$ cat src/rtl/decod_line_encoder.sv
// Sequential 16-line request encoder: collects multi-hot requests and serves them one
// at a time as {code, en} in the 4-to-16 line decoder's input format (code = ~index).
module decod_line_encoder #(
    parameter logic RR_EN = 1'b1
) (
    input  logic        clk,
    input  logic        rst_n,
    input  logic [15:0] req,
    input  logic        flush,
    input  logic        out_ready,
    output logic        out_valid,
    output logic [3:0]  code,
    output logic        en,
    output logic [15:0] pend,
    output logic [4:0]  pend_cnt
);

    logic [15:0] pend_q, pend_d;
    logic        valid_q, valid_d;
    logic [3:0]  idx_q, idx_d;
    logic [3:0]  ptr_q, ptr_d;
    logic [4:0]  cnt_q, cnt_d;

    logic        acc;
    logic [15:0] served;
    logic [15:0] cand;
    logic [3:0]  base;
    logic [3:0]  sel_idx;
    logic        sel_found;

    // NOTE: every variable gets a default at the top of the block so no path leaves it
    // unassigned; otherwise synthesis infers a latch.
    always_comb begin
        acc    = valid_q & out_ready;
        served = acc ? (16'h0001 << idx_q) : 16'h0000;
        // Only registered pend is eligible: a request never wins in its arrival cycle.
        cand   = pend_q & ~served;
        base   = RR_EN ? ptr_q : 4'd0;

        // Scan from the far end back toward base so the first hit after base wins.
        sel_idx   = 4'd0;
        sel_found = 1'b0;
        for (int i = 15; i >= 0; i--) begin
            if (cand[base + 4'(i)]) begin
                sel_idx   = base + 4'(i);
                sel_found = 1'b1;
            end
        end

        pend_d  = flush ? 16'h0000 : (cand | req);
        valid_d = valid_q;
        idx_d   = idx_q;
        ptr_d   = ptr_q;

        // While holding (valid & ~ready) nothing re-arbitrates; idx holds when idle.
        if (flush) begin
            valid_d = 1'b0;
        end else if (!valid_q || acc) begin
            valid_d = sel_found;
            if (sel_found) begin
                idx_d = sel_idx;
            end
        end

        if (acc && !flush) begin
            ptr_d = idx_q + 4'd1;
        end

        cnt_d = 5'd0;
        for (int i = 0; i < 16; i++) begin
            cnt_d = cnt_d + 5'(pend_d[i]);
        end
    end

    // NOTE: sequential state is written with non-blocking assignments so every register
    // samples the pre-edge values, independent of statement order.
    always_ff @(posedge clk or negedge rst_n) begin
        if (!rst_n) begin
            pend_q  <= 16'h0000;
            valid_q <= 1'b0;
            idx_q   <= 4'd0;
            ptr_q   <= 4'd0;
            cnt_q   <= 5'd0;
        end else begin
            pend_q  <= pend_d;
            valid_q <= valid_d;
            idx_q   <= idx_d;
            ptr_q   <= ptr_d;
            cnt_q   <= cnt_d;
        end
    end

    assign out_valid = valid_q;
    assign en        = valid_q;
    assign code      = ~idx_q;
    assign pend      = pend_q;
    assign pend_cnt  = cnt_q;

endmodule
$ cat config.mk
export PLATFORM = sky130hd
export DESIGN_NAME = decod_line_encoder
export DESIGN_NICKNAME = d
export VERILOG_FILES = /design/src/rtl/decod_line_encoder.sv
export SDC_FILE = /design/constraint.sdc
export NUM_CORES = 1
export LEC_CHECK = 0
export BUFFER_PORTS_ARGS = -buffer_cell sky130_fd_sc_hd__buf_2
export CAP_MARGIN = 15
export CORE_ASPECT_RATIO = 2
export CORE_MARGIN = 2
export CORE_UTILIZATION = 66
export DETAILED_ROUTE_END_ITERATION = 8
export PLACE_DENSITY_LB_ADDON = 0.12
export SYNTH_ARGS = -nofsm -noshare
export SYNTH_HDL_FRONTEND = slang
export SYNTH_SLANG_ARGS = --single-unit
$ cat constraint.sdc
create_clock -name clk -period 8.3 [get_ports clk]
set_input_delay 0.415 -clock clk [delete_from_list [all_inputs] [get_ports clk]]
set_output_delay 0.415 -clock clk [all_outputs]
set_load 0.01 [all_outputs]
# After elaboration in Yosys (flattened, before gate mapping)
# Index checks and enable logic that the tools add are counted.
[classes]
n_addsub = 31
order_cmp = 16
shifts = 1
n_mux = 68
bitwise = 6
reduce_logical = 6
[ops]
columns = ["operator", "n"]
rows = [
  ["4-bit by 5-bit < comparator with 1-bit output (second input constant)", 16],
  ["1-bit binary-select mux with 4-bit select", 16],
  ["4-bit two-way mux", 16],
  ["5-bit by 1-bit adder with 5-bit output", 11],
  ["1-bit two-way mux", 34],
  ["4-bit adder (second input constant)", 8],
  ["16-bit two-way mux", 2],
  ["4-bit by 3-bit adder with 4-bit output (second input constant)", 4],
  ["16-bit AND", 1],
  ["16-bit inverter", 1],
  ["16-bit bitwise OR", 1],
  ["1-bit by 4-bit left shift with 16-bit output (first input constant)", 1],
  ["4-bit by 1-bit adder with 4-bit output (second input constant)", 2],
  ["4-bit by 2-bit adder with 4-bit output (second input constant)", 2],
  ["4-bit by 1-bit adder with 5-bit output", 1],
  ["3-bit by 1-bit adder with 4-bit output", 1],
  ["4-bit inverter", 1],
  ["2-bit by 1-bit adder with 3-bit output", 1],
  ["3-bit AND reduction", 1],
  ["1-bit by 1-bit adder with 2-bit output", 1],
  ["1-bit zero test", 2],
  ["2-bit nonzero test", 1],
  ["1-bit AND", 1],
  ["1-bit logical AND", 1],
  ["2 further kinds", 2],
]
[totals]
register_bits = 30
inputBits = 20
output_inout_bits = 27
wordCells = 133

# Depth between registers and ports, before layout
[depth]
ltp_word = 24
ltp_mapped = 19

# Worst setup path before layout
# No wires, ideal clock.
[synth_timing]
kind = "register to register"
from = "register idx_q[0]"
to = "register cnt_q[3] (netlist: pend_cnt[3])"
setup_time_ns = 0.080
arrival_ns = 4.266
path_slack_ns = 3.954
stages_incl_launch_ff = 18
path_buffers = 0
cell_sequence = "dfrtp_1 ha_1 ha_1 nand4b_1 and2_1 nor2_1 or2_2 fa_1 inv_1 fa_1 fa_1 inv_1 fa_1 inv_1 ha_1 a21o_1 a21oi_1 xnor2_1"
[synth_via]
elab_chain_len = 21
[synth_lines]
columns = ["item", "line", "rtl"]
rows = [
  ["start: declaration", "20", "logic [3:0] idx_q, idx_d;"],
  ["start signal: assignment", "87", "idx_q <= idx_d;"],
  ["1-bit by 4-bit left shift with 16-bit output (*)", "35", "served = acc ? (16'h0001 << idx_q) : 16'h0000;"],
  ["16-bit two-way mux (*)", "35", ""],
  ["16-bit inverter (*)", "37", "cand = pend_q & ~served;"],
  ["16-bit AND (*)", "37", ""],
  ["16-bit bitwise OR (*)", "50", "pend_d = flush ? 16'h0000 : (cand | req);"],
  ["16-bit two-way mux (*)", "50", ""],
  ["1-bit by 1-bit adder with 2-bit output", "71", "cnt_d = cnt_d + 5'(pend_d[i]);"],
  ["2-bit by 1-bit adder with 3-bit output", "71", ""],
  ["3-bit by 1-bit adder with 4-bit output", "71", ""],
  ["4-bit by 1-bit adder with 5-bit output", "71", ""],
  ["5-bit by 1-bit adder with 5-bit output (10 in series)", "71", ""],
  ["5-bit by 1-bit adder with 5-bit output (*)", "71", ""],
  ["net cnt_d[3]", "22", "logic [4:0] cnt_q, cnt_d;"],
  ["end signal: assignment", "89", "cnt_q <= cnt_d;"],
  ["end: declaration", "22", ""],
]
# Mark *: on every way through the listed nets, which the timed path passes. The rest lies on a longest branch.
# A chain may end at the register's enable or synchronous reset.

# Final worst setup path
[layout_timing]
from = "register idx_q[2]"
to = "register cnt_q[4] (netlist: pend_cnt[4])"
# The elaborated chain is that of the path after synthesis.

==> results by group <==
Min path
  • Min-Delay Path Class: in -> async

Power
  • Clock power share: 7.0%
  • Seq pwr share: 8.3%
  • Logic pwr share: 84.8%
  • Pwr Density: 509.6 nW/um^2
  • Sw frac: 55.21%
  • Net Switching: 1.471 mW
  • Worst ir drop on vdd: 0.2781 mV
  • Cell internal pwr: 1.194 mW
  • Lkg Pwr: 2.167 nW

Setup path
  • CP Launch Type: flop
  • Crit path arrival time: 5.10 ns
  • Crit end category: flop
  • CP Class: reg -> reg
  • WP data required: 8.53 ns
  • Crit Path Max Fanout: 10

Clock tree
  • Clk pin slew, worst setup/hold paths: 0.06 ns
  • TritonCTS Buffers: 5
  • Hold buffers post-CTS: 0
  • Clk root buf: clkbuf_16
  • CTS sink cnt: 30
  • CTS tree: yes
  • Clk buf depth: 2
  • Post-cts resize count: 0
  • Clock latency on the worst-skew pair: 0.29 ns
  • H-tree depth: 2
  • Post-CTS Setup Repair Bufs: 0

Timing
  • Endpoints failing setup: 0
  • Worst-margin pin slew: 0.6941 ns
  • Crit path time final: 4.873 ns
  • Final worst path period share: 58.71%
  • Setup Skew: 0.01194 ns
  • Final Hold Vio Count: 0
  • RSZ-0062 raised after global routing: false
  • Max Freq: 205.2 MHz
  • Slew headroom: 53.12%
  • Slew Viols, Final: 0
  • Setup TNS: 0 ns

Yosys
  • Post-synthesis compound-gate area fraction: 18.07%
  • Most numerous cell in the Yosys netlist: nor2_1
  • Top_reg_cell synth: dfrtp_1
  • Avg Cell Area, Syn: 9.615 sq um
  • Register bit total from synthesis: 30
  • Distinct cell type count after synthesis: 74
  • Most frequent cells after synthesis: 66 x nor2_1, 36 x mux4_2, 36 x nand2_1
  • Main combinational cell family by area after synthesis: multiplexers
  • Post-synth net total: 555
  • Post-synth EDFFs: 0
  • Yosys top cell area share: 16.63%
  • Synthesized area: 4875 sq um
  • Simple-gate portion of the synthesized area: 16.76%
  • Post-Synthesis Cells: 507
  • Post-synthesis mux area share: 31.44%
  • Biggest area consumer among synthesized cells: mux4_2
  • Xor/xnor share of the synthesized area: 3.003%
  • Area share of fa/ha/maj cells after synthesis: 8.727%
  • Yosys warns: 0
  • Sequential fraction of the synthesis area: 15.40%
  • Async set-or-reset flop fraction in the synthesized netlist: 100.0%
  • Synth top area cells: mux4_2 17%, dfrtp_1 15%, mux4_1 7.5%

Routing
  • Per-cell routed wire length: 28.40 um
  • Avg Vias per Cell: 7.659
  • Iteration count of the initial detailed-routing pass: 6
  • Post-route ant nets: 0
  • Total number of vias: 4,802
  • DRT iter0 DRCs: 470
  • WL final: 17.81 mm
  • Drt drc: 0

Global route
  • M2 GR Usage: 78.84%
  • Global route hottest layer: met2
  • Vias in the first global route: 4,936
  • First-pass GRT wire length: 27.79 mm
  • Grt met3 use: 7.914%
  • Grt met1 use: 48.31%
  • Total gr overflow: 0
  • GRT Util Overall: 46.64%
  • Largest net degree at the start of global routing: 36
  • Number of antenna violations at the first check in global routing: 0

Floorplanning
  • Die footprint: 8131 sq um
  • Die X: 64.77 um
  • Cell Rows: 44
  • Initial core utilization: 67.59%
  • IO Count: 47
  • Core area: 7212 sq um
  • Die height: 125.5 um

Layout
  • Final nets: 582
  • P&R area growth vs syn: 7.290%
  • Share of cells above drive strength 1: 26.73%
  • Fin util: 72.52%
  • # diodes: 0

Placed design
  • Hpwl dp: 13.29 mm
  • PortBufs: 46
  • GP Congestion: 1.122

Outcome
  • Status: complete, no violations

Job
  • Maxcap violations: 0
==> flip-flops by register name, summed over array words and instances (netlist names) <==
| signal | count |
|---|---|
| en | 1 |
| idx_q | 4 |
| pend_cnt | 5 |
| pend | 16 |
| base | 4 |
==> routing by layer <==
metal  vias to the layer above  part of all wire (%)
met5                         -                     0
met4                         0                    11
met3                       163                   8.6
met2                       405                    51
met1                      2271                    30
li1                       1963                     -
==> kinds of logic (layout without fill, tap and decap cells) <==
family | count (synthesis) | after routing
muxes | 83 | 83
xor gates and xnor gates | 15 | 15
AOI/OAI and AO/OA | 125 | 125
buffers and inverters | 66 | 94
DFF | 30 | 30
adders and majority gates | 28 | 28
and+or+nand+nor | 160 | 160
==> stage by stage <==
step / setup slack (ns) / hold slack, ns / instances / cell area [sq um] / power (mW)
finish: 3.427 / 0.1633 / 627 / 5230 / 2.665
global route: 3.183 / 0.2162 / 627 / 5230 / 2.805
CTS: 3.482 / 0.1790 / 627 / 5230 / 2.581
detailed placement: 3.593 / 0.4811 / 619 / 5079 / 2.379
global placement: 3.738 / 0.4752 / 619 / 5079 / 2.354
floorplan: 3.954 / 0.1194 / 507 / 4875 / 1.839
==> power by group through the flow <==
stage | clock, mW | sequential [mW] | combinational [mW]
2_1_floorplan | 0 | 0.215 | 1.62
3_3_place_gp | 0 | 0.217 | 2.14
3_5_place_dp | 0 | 0.220 | 2.16
4_1_cts | 0.185 | 0.219 | 2.18
5_1_grt | 0.189 | 0.225 | 2.39
6_report | 0.185 | 0.221 | 2.26
==> cells in the final DEF (no fill, tap or decap), types with 4 or more instances in the layout <==
cell type and n:
inv_1 28, nand3_1 5, or2_2 5, nand2_1 36, ha_1 18, a21oi_1 22
o21a_1 17, fa_1 10, o221ai_1 6, clkbuf_16 5, o21ai_1 4, o21ai_0 16
mux4_2 36, nor2b_1 4, mux2i_1 23, o211ai_1 7, a31oi_1 6, a21o_1 4
buf_4 8, and2_1 4, dfrtp_1 30, nor3_1 7, a22o_1 4, a211oi_1 5
mux2_2 9, o21ai_2 8, buf_2 46, mux4_1 14, xnor2_1 11, nor2_1 66
==> area by class of cell <==
| class | count | area [sq um] |
|---|---|---|
| clock buffers | 6 | 138.9 |
| flip-flops and latches | 30 | 750.7 |
| well taps | 92 | 115.1 |
| repair buffers | 54 | 290.3 |
| fillers | 519 | 1982 |
| clock inverters | 2 | 12.51 |
| multi-input cells | 411 | 3802 |
| inverters | 32 | 120.1 |
==> path summary, 6_finish.rpt <==
path | from | slack (ns) | end | depth (start not counted)
setup reg to reg | idx_q[2] | 3.43 | pend_cnt[4] | 18
min in group clk | req[2] | 0.43 | pend[2] | 3
max in group asynchronous | rst_n | 7.68 | pend[5] | 1
hold / removal | rst_n | 0.16 | pend_cnt[4] | 1
setup / recovery | idx_q[2] | 3.43 | pend_cnt[4] | 18
hold reg to reg | idx_q[0] | 0.61 | base[0] | 1
==> critical path, stage by stage, from the launching register on <==
cell and delay [ns]:
dfrtp_1 0.58, inv_1 0.13, ha_1 0.26, nand4b_1 0.13
and2_1 0.23, nor2_1 0.05, or2_2 0.29, fa_1 0.52
inv_1 0.06, fa_1 0.49, fa_1 0.51, inv_1 0.05
fa_1 0.47, inv_1 0.08, ha_1 0.19, inv_1 0.07
fa_1 0.40, nor2b_1 0.16, o21a_1 0.13
Power figures use the tool's default switching activity.
